[src/rtl/radix4_booth_seq_mult_pkg.sv]
// Shared types and helpers for the radix-4 Booth sequential multiplier.
package booth_mult_pkg;

    // Controller states: waiting for operands, retiring digits, holding the product
    typedef enum logic [1:0] {
        IDLE = 2'd0,
        CALC = 2'd1,
        DONE = 2'd2
    } state_t;

    // Number of radix-4 Booth digits needed for an n-bit operand extended to n+2 bits
    function automatic int digit_count(input int n);
        return n / 2 + 1;
    endfunction

endpackage

[src/rtl/radix4_booth_seq_mult_digit_pp.sv]
// Radix-4 Booth digit encoder and partial-product row generator.
// The row is returned in one's-complement form for negative digits; the
// caller adds the correction bit at the row LSB to complete the negation.
module booth_digit_pp #(
    parameter int XW = 14
) (
    input  logic [2:0]    bits,
    input  logic [XW-1:0] x_ext,
    output logic [XW:0]   row,
    output logic          corr
);

    // Decode the three multiplier bits into a signed multiple of X
    always_comb begin
        logic [XW:0] mag;
        logic        neg;
        mag = '0;
        neg = 1'b0;
        case (bits)
            3'b001, 3'b010: mag = {x_ext[XW-1], x_ext};
            3'b011:         mag = {x_ext, 1'b0};
            3'b100: begin
                mag = {x_ext, 1'b0};
                neg = 1'b1;
            end
            3'b101, 3'b110: begin
                mag = {x_ext[XW-1], x_ext};
                neg = 1'b1;
            end
            default:        mag = '0;
        endcase
        row  = neg ? ~mag : mag;
        corr = neg;
    end

endmodule

[src/rtl/radix4_booth_seq_mult.sv]
// Sequential radix-4 Booth multiplier: one digit per cycle, valid/ready
// handshakes on both sides, synchronous flush.
module radix4_booth_seq_mult
    import booth_mult_pkg::*;
#(
    parameter int NUMBER_OF_BITS = 12
) (
    input  logic                        _clk,
    input  logic                        _rstN,
    input  logic                        _validIn,
    output logic                        _readyOut,
    input  logic [NUMBER_OF_BITS-1:0]   _xin,
    input  logic [NUMBER_OF_BITS-1:0]   _yin,
    input  logic                        _signedMode,
    input  logic                        _flushIn,
    output logic                        _validOut,
    input  logic                        _readyIn,
    output logic [2*NUMBER_OF_BITS-1:0] _productOut,
    output logic                        _busyOut
);

    // NUMBER_OF_BITS must be even and at least 4 so every digit window fits.
    localparam int N  = NUMBER_OF_BITS;
    localparam int XW = N + 2;
    localparam int AW = 2 * N + 2;
    localparam int D  = digit_count(N);
    localparam int CW = $clog2(D + 1);
    localparam logic [CW-1:0] LAST_DIGIT = CW'(D - 1);

    state_t          state_reg;
    logic [XW-1:0]   x_reg;
    logic [XW-1:0]   y_reg;
    logic [CW-1:0]   cnt_reg;
    logic [AW-1:0]   acc_reg;
    logic            ready_reg;
    logic            valid_reg;
    logic            busy_reg;

    logic [XW:0]     y_pad;
    logic [2:0]      digit_bits;
    logic [XW:0]     row;
    logic            corr;
    logic [AW-1:0]   row_ext;
    logic [AW-1:0]   addend;
    logic [XW-1:0]   x_ext_in;
    logic [XW-1:0]   y_ext_in;

    // Extend incoming operands by two bits so unsigned values stay positive under Booth recoding
    always_comb begin
        x_ext_in = _signedMode ? {{2{_xin[N-1]}}, _xin} : {2'b00, _xin};
        y_ext_in = _signedMode ? {{2{_yin[N-1]}}, _yin} : {2'b00, _yin};
    end

    // Select the current digit window (2i+1, 2i, 2i-1) with an implicit zero below bit 0
    always_comb begin
        y_pad      = {y_reg, 1'b0};
        digit_bits = 3'(y_pad >> {cnt_reg, 1'b0});
    end

    booth_digit_pp #(
        .XW (XW)
    ) u_digit_pp (
        .bits  (digit_bits),
        .x_ext (x_reg),
        .row   (row),
        .corr  (corr)
    );

    // Sign-extend the row, complete the negation and place it at weight 4^i
    always_comb begin
        row_ext = {{(AW - XW - 1){row[XW]}}, row};
        addend  = (row_ext + AW'(corr)) << {cnt_reg, 1'b0};
    end

    // Controller, digit counter and accumulator with registered handshake outputs
    always_ff @(posedge _clk or negedge _rstN) begin
        if (!_rstN) begin
            state_reg <= IDLE;
            x_reg     <= '0;
            y_reg     <= '0;
            cnt_reg   <= '0;
            acc_reg   <= '0;
            ready_reg <= 1'b1;
            valid_reg <= 1'b0;
            busy_reg  <= 1'b0;
        end else begin
            case (state_reg)
                IDLE: begin
                    if (_validIn) begin
                        x_reg     <= x_ext_in;
                        y_reg     <= y_ext_in;
                        cnt_reg   <= '0;
                        acc_reg   <= '0;
                        state_reg <= CALC;
                        ready_reg <= 1'b0;
                        busy_reg  <= 1'b1;
                    end
                end
                CALC: begin
                    if (_flushIn) begin
                        state_reg <= IDLE;
                        acc_reg   <= '0;
                        cnt_reg   <= '0;
                        ready_reg <= 1'b1;
                        busy_reg  <= 1'b0;
                        valid_reg <= 1'b0;
                    end else begin
                        acc_reg <= acc_reg + addend;
                        cnt_reg <= cnt_reg + 1'b1;
                        if (cnt_reg == LAST_DIGIT) begin
                            state_reg <= DONE;
                            busy_reg  <= 1'b0;
                            valid_reg <= 1'b1;
                        end
                    end
                end
                DONE: begin
                    if (_flushIn || _readyIn) begin
                        state_reg <= IDLE;
                        acc_reg   <= '0;
                        cnt_reg   <= '0;
                        ready_reg <= 1'b1;
                        valid_reg <= 1'b0;
                    end
                end
                default: begin
                    state_reg <= IDLE;
                    ready_reg <= 1'b1;
                    valid_reg <= 1'b0;
                    busy_reg  <= 1'b0;
                end
            endcase
        end
    end

    assign _readyOut   = ready_reg;
    assign _validOut   = valid_reg;
    assign _busyOut    = busy_reg;
    assign _productOut = valid_reg ? acc_reg[2*N-1:0] : '0;

endmodule
[config.mk]
export PLATFORM = sky130hd
export DESIGN_NAME = radix4_booth_seq_mult
export DESIGN_NICKNAME = d
export VERILOG_FILES = /design/src/rtl/radix4_booth_seq_mult_pkg.sv /design/src/rtl/radix4_booth_seq_mult_digit_pp.sv /design/src/rtl/radix4_booth_seq_mult.sv
export SDC_FILE = /design/constraint.sdc
export NUM_CORES = 1
export LEC_CHECK = 0
export CAP_MARGIN = 20
export CELL_PAD_IN_SITES_DETAIL_PLACEMENT = 1
export CELL_PAD_IN_SITES_GLOBAL_PLACEMENT = 2
export CORE_MARGIN = 1.5
export CORE_UTILIZATION = 35
export DETAILED_ROUTE_END_ITERATION = 10
export GPL_TIMING_DRIVEN = 0
export HOLD_SLACK_MARGIN = 0.1
export PLACE_DENSITY_LB_ADDON = 0.1
export SLEW_MARGIN = 0
export SYNTH_ARGS = -nofsm -noshare
export SYNTH_HDL_FRONTEND = slang
export SYNTH_SLANG_ARGS = --single-unit
[constraint.sdc]
create_clock -name _clk -period 9.76 [get_ports _clk]
set_clock_uncertainty 0.05 [all_clocks]
set_input_delay 1.464 -clock _clk [delete_from_list [all_inputs] [get_ports _clk]]
set_output_delay 1.464 -clock _clk [all_outputs]
set_load 0.01 [all_outputs]
Word level (Yosys, flattened, before mapping) --
Index checks and enable logic that the tools add are counted. Widths: inputs -> output; s select.
Storage, ports and cells: ROM bits 0, latch bits 0, RAM bits 0, memories kept 0, register bits 62, output and inout port bits 27
Cells by class: $add $sub $neg 3, reduce and logical (&&, ||, !) cells 12, multiply operators 0, bitwise gates (word level) 3, equal/unequal tests 13, muxes and demuxes 31, shifts and indexed selects 2, divide/modulo/power cells 0, order comparisons 0
Operators by type and width (number):
- $mux 26 | 3
- $pmux 26 s3 | 1
- $pmux 15 s2 | 1
- $mux 14 | 2
- $add 26x26->26 | 1
- $shl 26x4->26 | 1
- $mux 24 | 1
- $add 15x2->16 | 1
- $mux 15 | 1
- $not 15->15 | 1
- $reduce_and 3->1 | 5
- $shr 15x4->3 | 1
- $eq 3x3->1 const B | 4
- $mux 1 | 10
- $mux 3 | 3
- $pmux 1 s3 | 3
- $pmux 3 s3 | 1
- $mux 2 | 4
- $eq 3x2->1 const B | 2
- $ne 2x2->1 const B | 3
- $pmux 2 s3 | 1
- $reduce_or 4->1 | 1
- $add 3x1->3 const B | 1
- $eq 3x1->1 const B | 1
- 10 further kinds | 11

Logic depth before layout (Yosys ltp) --
Gate-level depths: netlist of run 1.
depth in word-level cells 11, depth in mapped cells 36, depth with buffers taken out 32

Cells and area by module --
A second synthesis of run 1 with hierarchy kept.
Unflattened totals: cells, all modules 612, area total of the unflattened synthesis 5322.6 um^2
Modules (own cells, without submodules):
- radix4_booth_seq_mult | seq. area each 1452.6 um^2, times used 1, area an instance 4611.9 um^2, cells each 516
- booth_digit_pp | seq. area each 0.0 um^2, times used 1, area an instance 710.7 um^2, cells each 96

Least setup slack after synthesis of run 1 --
OpenSTA, ideal clock, no wires.
path type reg2reg, start point register cnt_reg[0], end point register acc_reg[23], slack 2.721 ns, setup time 0.127 ns, arrival 6.862 ns, stages on the path, launching flop included 34, period minus slack after synthesis 7.039 ns, required time 9.583 ns, cells stage by stage dfrtp_1 -> buf_2 -> buf_1 -> mux4_2 -> nand2_1 -> o21a_1 -> ha_1 -> clkbuf_1 -> clkbuf_1 -> buf_1 -> clkbuf_1 -> a22oi_1 -> xnor2_1 -> ha_1 -> inv_1 -> a221oi_2 -> nand2_1 -> nor4_1 -> xor2_1 -> a211o_1 -> mux2_2 -> mux2i_1 -> ha_1 -> a21oi_1 -> o21ai_0 -> a31oi_1 -> a31oi_1 -> nand3_1 -> o21ai_0 -> o31a_1 -> a31o_2 -> xor2_1 -> a21oi_1 -> o22ai_1
On the way: longest elaborated chain between the ends 11, elaborated cells between the ends (all ways) 19, classes of those cells add/sub (2); eq/ne (6); shift (2); mux (5); bitwise (1); reduce/logical (3)
Ends and longest elaborated chain:
- start, declared | line radix4_booth_seq_mult.sv:33 | logic [CW-1:0] cnt_reg;
- start signal, assigned | line radix4_booth_seq_mult.sv:109 | cnt_reg <= cnt_reg + 1'b1;
- $shr 15x4->3 | line radix4_booth_seq_mult.sv:57 | digit_bits = 3'(y_pad >> {cnt_reg, 1'b0});
- $eq 3x1->1 (tied with other cells) | line radix4_booth_seq_mult_digit_pp.sv:19 | case (bits)
- $reduce_or 4->1 (no source line) or $reduce_or 2->1 (tied branches)
- $pmux 15 s2 | line radix4_booth_seq_mult_digit_pp.sv:19
- $not 15->15 | line radix4_booth_seq_mult_digit_pp.sv:32 | row = neg ? ~mag : mag;
- $mux 15 | line radix4_booth_seq_mult_digit_pp.sv:32
- $add 15x2->16 | line radix4_booth_seq_mult.sv:72 | addend = (row_ext + AW'(corr)) << {cnt_reg, 1'b0};
- $shl 26x4->26 (*) | line radix4_booth_seq_mult.sv:72
- $add 26x26->26 (*) | line radix4_booth_seq_mult.sv:108 | acc_reg <= acc_reg + addend;
- $mux 26 (*) | line radix4_booth_seq_mult.sv:100 | if (_flushIn) begin
- $pmux 26 s3 (*) | line radix4_booth_seq_mult.sv:87 | case (state_reg)
- end signal, assigned | line radix4_booth_seq_mult.sv:108
- end, declared | line radix4_booth_seq_mult.sv:34 | logic [AW-1:0] acc_reg;
Every way passes the cells marked *; elsewhere a longest branch is shown, timed or not. A chain may end at the register's enable or synchronous reset.

Worst setup path in the final report of run 1 --
Same ends and word-level chain as after synthesis.

==> key figures, run 1 <==
Yosys
  • Ys async rst share: 100%
  • Cell area after synthesis: 0.00557 mm^2
  • Post-synth cell types: 63
  • Post-synth EDFFs: 0
  • Synth Instances: 691
  • Synth Net Count: 756
  • #FFs+latches synth: 58
  • Seq/Total Area, Yosys: 26.1%
  • Yosys warnings: 0
  • Ys flop type: dfrtp_1
  • Synth Area per Inst: 8.06 um^2

Placement
  • Pre-CTS worst setup slack: 744 ps
  • Post-DP HPWL: 14200 um
  • Input/output buffers: 56
  • Placed insts: 958
  • GP Congestion: 0.922

Detailed routing
  • Starting DRT DRC Count: 189
  • Routed WL per cell: between 15 and 20 um
  • DRC: 0
  • Routed vias/inst: between 5 and 6
  • Detailed Route WL: 18400 um
  • Post-DRT Antenna Nets: 0
  • Routed vias: 5445
  • DRT Pass-1 Iters: 5

Setup path
  • Data arrival, critical path: 8970 ps
  • RR Endpoint: acc_reg[23]
  • Max stage delay cell, worst path: clkbuf_1
  • FF-to-FF setup slack: 1010 ps
  • RR Startpoint: cnt_reg[0]
  • Nature of the critical path startpoint: register
  • Critical path class: register to register
  • CP peak stage delay: around 470 ps
  • CP Max Fanout: 10
  • Endpoint type of the worst setup path: register
  • R2R cell count: 33
  • Required @ worst endpoint: 9980 ps

Timing
  • Min Hold Slack: 437 ps
  • Fmax: 114 MHz
  • RSZ-0062 raised after global routing: no
  • Setup WS post-layout: 1010 ps
  • Worst-margin pin slew: 982 ps
  • Pins over their slew limit: 0
  • Tcrit/Tclk final: 89.7%
  • Final setup violating endpoints: 0
  • TNS Setup: 0 ps
  • Minimum clock period after layout: 8750 ps
  • Max_slew headroom: 34.2%
  • Final hold vios: 0

Global route
  • Met2 Usage GRT: 37.5%
  • Antenna violations before repair: 0
  • GRT busiest layer: met2
  • First-pass GRT wire length: 30500 um
  • Largest net degree at the start of global routing: 59
  • Grt ovf: 0
  • Met3 Resource Use GR: 3.76%
  • Total track usage: 23.7%
  • Vias in the first global route: 5683
  • Met1 Track Usage GR: 33.5%

Floorplanning
  • Row Count: 45
  • Die W: ~130 um
  • Ports: 57
  • Core footprint: roughly 0.015 mm^2
  • Die area: 0.0167 mm^2
  • Starting Density: 36.3%
  • Die height: 129 um

Power
  • LEAKAGE: 0.00280 uW
  • VDD IR max: roughly 110 uV
  • Pwr Density: 327 mW/mm^2

Hold path
  • Hold endpoint: _readyOut
  • Hold depth: 2
  • Worst hold path type: register to register
  • Hold Path Origin: _readyOut

Layout
  • Non-Filler Instances: between 900 and 1000
  • Final nets: 823
  • Multi-input gate area: 0.00385 mm^2
  • P&R area growth vs syn: 20.4%
  • Number of fill cells: 1841
  • Antenna diode count: 0
  • Sequential cell area: ~0.0015 mm^2
  • Max reg flops: 24
  • Layout cell share with drive strength beyond 1: 10.1%

Clock network
  • Clk pin slew, worst setup/hold paths: 60 ps
  • Longest Clk Path Bufs: 2
  • Hold-fix buffers, CTS: 0
  • CTS tree: built
  • Num CTS Buffers: 9
  • # clock sinks: 58
  • Worst skew pair latency: 340 ps
  • Postcts setup bufs: 0
  • Root Driver: clkbuf_16
  • CTS H-tree depth: 3

Run
  • Max Cap Viol: 0

Outcome
  • Status: finished clean
[logic make-up after synthesis]
family                     after synthesis  synth area share, %
buffers and inverters                   64                 4.76
xor gates and xnor gates                34                 5.34
adders and majority gates               35                 7.99
AOI/OAI and AO/OA                      183                 20.9
and+or+nand+nor                        258                 22.6
DFF                                     58                 26.1
muxes                                   59                 12.4
[layout by cell type (no fill, tap or decap), types with 19 or more instances in the layout]
cell type / count
clkdlybuf4s50_1: 55
and2_1: 30
nor2_1: 48
ha_1: 34
nor3_1: 19
mux2_2: 32
mux2i_1: 21
nand2_1: 93
clkbuf_1: 33
inv_1: 19
a21oi_1: 44
dfrtp_1: 57
xnor2_1: 23
nand3_1: 20
o21ai_0: 52
[synthesized netlist by cell type (7+ instances only)]
cell,count,share of area [%]
inv_1,19,1.3
o21a_1,7,0.94
nand3_1,20,1.8
and2_1,30,3.4
dfrtp_1,57,26
a21oi_1,44,4.0
nor2_1,48,3.2
mux2_2,32,6.5
ha_1,34,7.6
nand2_1,93,6.3
nor3_1,19,1.7
mux2i_1,21,3.8
clkbuf_1,34,2.3
or3_1,7,0.79
a31oi_1,14,1.6
xor2_1,11,1.7
xnor2_1,23,3.6
o21ai_0,52,4.7
a211oi_1,10,1.3
a21o_1,7,0.94
[worst max path at each step]
stage / start / end / slack (ps) / depth (start not counted)
after floorplan: cnt_reg[0] / acc_reg[23] / 2720 / 33
after global placement: cnt_reg[0] / acc_reg[23] / 870 / 33
after detailed placement: cnt_reg[0] / acc_reg[23] / 740 / 33
after CTS: cnt_reg[0] / acc_reg[23] / 670 / 33
after global routing: cnt_reg[0] / acc_reg[23] / 170 / 33
final: cnt_reg[0] / acc_reg[23] / 1010 / 33
[routing by layer]
metal / wire, um / share of wire, %
met4: 310 / 1.7
met2: 8430 / 46
met5: 0 / 0
met1: 9070 / 49
met3: 623 / 3.4
[stage by stage]
stage / util [%] / total power, uW / area [um^2]
floorplan: - / 1440 / 5570
global placement: 41.6 / 1790 / 6400
detailed placement: 41.6 / 1840 / 6390
CTS: 43.6 / 2200 / 6710
global route: 43.6 / 2390 / 6710
finish: 43.6 / 2190 / 6710
[area by class of cell]
cell class                      instances  share of cell area [%]
Multi-Input combinational cell        569                    57.5
Sequential cell                        58                    21.7
Timing Repair Buffer                   56                    8.32
Tap cell                              211                    3.94
Clock buffer                           10                    3.56
Buffer                                 45                    2.93
Clock inverter                          6                    1.08
Inverter                               19                    1.06
[worst max-delay path, delay by kind of cell, from the launching register on]
family	cells	cell delay [ps]
buffers and inverters	8	2670
muxes	2	620
AOI/OAI and AO/OA	14	2890
DFF	1	340
and+or+nand+nor	3	660
xor gates and xnor gates	3	560
adders and majority gates	3	870
[power by group]
part | switching (uW) | total, uW | internal, uW
clock network | 136 | 343 | 207
registers | 62.3 | 366 | 304
logic | 901 | 1480 | 582
[repair_timing]
action,4_1_cts,5_1_grt
setup endpoints to repair,0,1
resized for setup,0,3
hold endpoints to repair,0,0
(Power assumes the default switching activity.)
==> run 2, diff against run 1 <==
--- a/config.mk
+++ b/config.mk
@@ -8,10 +8,9 @@
 export CAP_MARGIN = 20
 export CELL_PAD_IN_SITES_DETAIL_PLACEMENT = 1
 export CELL_PAD_IN_SITES_GLOBAL_PLACEMENT = 2
-export CORE_MARGIN = 1.5
+export CORE_MARGIN = 1
 export CORE_UTILIZATION = 35
 export DETAILED_ROUTE_END_ITERATION = 10
-export GPL_TIMING_DRIVEN = 0
 export HOLD_SLACK_MARGIN = 0.1
 export PLACE_DENSITY_LB_ADDON = 0.1
 export SLEW_MARGIN = 0
==> run 2 against run 1 <==
  * First-iteration DRC count is 22% higher
  * Flip-flop and latch count did not move
  * Largest cell class unchanged
  * Critical path depth is the same
  * Clock-buffer cell count is 1 lower
  * Register-to-register slack better by 1100 ps
  * Core utilization is 0.67 points lower
  * Highest routed layer unchanged
  * Total power is 0.40% lower
==> key figures, run 2 (same netlist as run 1, synthesis figures left out) <==
Global route
  • Grt ovf: 0 (unchanged)
  • Antenna violations before repair: 0 (unchanged)
  • Total track usage: 22.6% (was 23.7%)
  • Vias in the first global route: 5383 (was 5683)
  • First-pass GRT wire length: 28900 um (was 30500 um)
  • Largest net degree at the start of global routing: 59 (unchanged)

Setup path
  • Nature of the critical path startpoint: register (unchanged)
  • CP peak stage delay: 800 ps (was 470 ps)
  • Max stage delay cell, worst path: dfrtp_1 (was clkbuf_1)
  • Critical Path Sink: acc_reg[23] (unchanged)
  • FF-to-FF setup slack: 2150 ps (was 1010 ps)
  • RR Endpoint: acc_reg[23] (unchanged)
  • Setup crit start: cnt_reg[1] (was cnt_reg[0])
  • Data arrival, critical path: 7790 ps (was 8970 ps)
  • CP Max Fanout: 23 (was 10)
  • Endpoint type of the worst setup path: register (unchanged)
  • R2R cell count: 33 (unchanged)
  • Critical path class: register to register (unchanged)
  • RR Startpoint: cnt_reg[1] (was cnt_reg[0])
  • Required @ worst endpoint: 9940 ps (was 9980 ps)

Layout
  • Sequential cell area: 0.00145 mm^2 (unchanged)
  • Number of fill cells: 1844 (was 1841)
  • Multi-input gate area: 0.00387 mm^2 (was 0.00385 mm^2)
  • Max reg flops: 24 (unchanged)
  • Layout cell share with drive strength beyond 1: 11.0% (was 10.1%)
  • Most common cell after layout, fill and taps aside: nand2_1 (unchanged)
  • Antenna diode count: 0 (unchanged)
  • Final nets: 787 (was 823)
  • Commonest non-fill, non-tap cells in the layout: nand2_1 (93), dfrtp_1 (57), clkdlybuf4s50_1 (55) (unchanged)
  • P&R area growth vs syn: 18.5% (was 20.4%)

Clock network
  • CTS H-tree depth: 3 (unchanged)
  • Clk pin slew, worst setup/hold paths: 60 ps (about the same)
  • Postcts setup bufs: 0 (unchanged)
  • Worst skew pair latency: 350 ps (was 340 ps)
  • Longest Clk Path Bufs: 2 (unchanged)
  • Post-cts sizing count: 0 (unchanged)
  • # clock sinks: 58 (unchanged)
  • Root Driver: clkbuf_16 (unchanged)
  • CTS tree: built (unchanged)
  • Num CTS Buffers: 9 (unchanged)
  • Hold-fix buffers, CTS: 0 (unchanged)

Timing
  • Tcrit/Tclk final: 78.0% (was 89.7%)
  • Pins over their slew limit: 0 (unchanged)
  • TNS Setup: 0 ps (unchanged)
  • RSZ-0062 raised after global routing: no (unchanged)
  • Max_slew headroom: 34.2% (about the same)
  • Final setup violating endpoints: 0 (unchanged)
  • Fmax: 131 MHz (was 114 MHz)
  • Worst-margin pin slew: 984 ps (was 982 ps)
  • Minimum clock period after layout: 7610 ps (was 8750 ps)
  • Final hold vios: 0 (unchanged)

Power
  • Pwr Density: 331 mW/mm^2 (was 327 mW/mm^2)
  • VDD IR max: 144 uV (was 113 uV)
  • LEAKAGE: 0.00277 uW (was 0.00280 uW)
  • Overall Power: 2180 uW (was 2190 uW)

Detailed routing
  • Routed vias/inst: 5.63 (was 5.59)
  • DRC: 0 (unchanged)
  • Routed vias: 5277 (was 5445)
  • Starting DRT DRC Count: 230 (was 189)
  • Detailed Route WL: 17300 um (was 18400 um)
  • Post-DRT Antenna Nets: 0 (unchanged)
  • Routed WL per cell: 18.4 um (was 18.9 um)
  • DRT Pass-1 Iters: 4 (was 5)

Floorplanning
  • Ports: 57 (unchanged)
  • Die area: 0.0164 mm^2 (was 0.0167 mm^2)
  • Row Count: 45 (unchanged)
  • Die W: 128 um (was 129 um)
  • Die height: 128 um (was 129 um)
  • Core footprint: 0.0154 mm^2 (unchanged)
  • Starting Density: 36.3% (unchanged)

Outcome
  • Status: finished clean (unchanged)

Hold path
  • Worst hold path type: register to register (unchanged)

Placement
  • GP Congestion: 0.899 (was 0.922)
  • Post-DP HPWL: 12700 um (was 14200 um)
  • Input/output buffers: 56 (unchanged)

Run
  • Max Cap Viol: 0 (unchanged)
-- run 2: worst min path at each step --
stage	cells past startpoint	slack (ps)	startpoint	endpoint
6_report	2	430	_readyOut	_readyOut
3_5_place_dp	2	410	_readyOut	_readyOut
3_3_place_gp	2	400	_readyOut	_readyOut
5_1_grt	2	440	_readyOut	_readyOut
2_1_floorplan	2	420	_readyOut	_readyOut
4_1_cts	2	430	_readyOut	_readyOut
-- run 2: report_power, final --
part	total (uW)	leakage [uW]	switching (uW)	internal [uW]
Combinational	1440	0.00189	868	571
Clock	359	0.000153	133	226
Sequential	386	0.000732	82.3	303
Total	2180	0.00277	1080	1100
-- run 2: worst max-delay path: cells and delay by family, from the launching register on --
family / cells / cell delay (ps)
AO/OA/AOI/OAI: 13 / 2610
multiplexers: 3 / 740
adder cells (fa/ha/maj): 3 / 750
AND/OR/NAND/NOR: 7 / 1290
XOR/XNOR: 3 / 510
flip-flops: 1 / 800
buffers and inverters: 4 / 740
-- run 2: per-stage QoR --
stage                     hold WS [ps]  cells  utilization, %  setup slack [ps]  area, um^2
after floorplan                    417    691               -              2720        5570
after global placement             400    922            40.9              2550        6280
after detailed placement           409    922            40.9              2220        6280
after CTS                          433    938            43.0              2150        6610
after global routing               444    938            43.0              1430        6610
final                              426    938            43.0              2150        6610
-- run 2: routing by layer --
metal	vias up	wire (um)	track usage, %
li1	2556	-	-
met1	2621	8790	31.4
met2	84	7800	35.6
met3	16	444	3.76
met4	0	223	6.71
met5	-	0	0
-- run 2: cell type report --
type / count / share of cell area, %
clock buffer: 9 / 3.41
tap: 211 / 4.00
timing repair buffer: 65 / 9.43
clock inverter: 7 / 1.53
sequential: 58 / 22.0
multi-input combinational: 569 / 58.6
inverter: 19 / 1.08
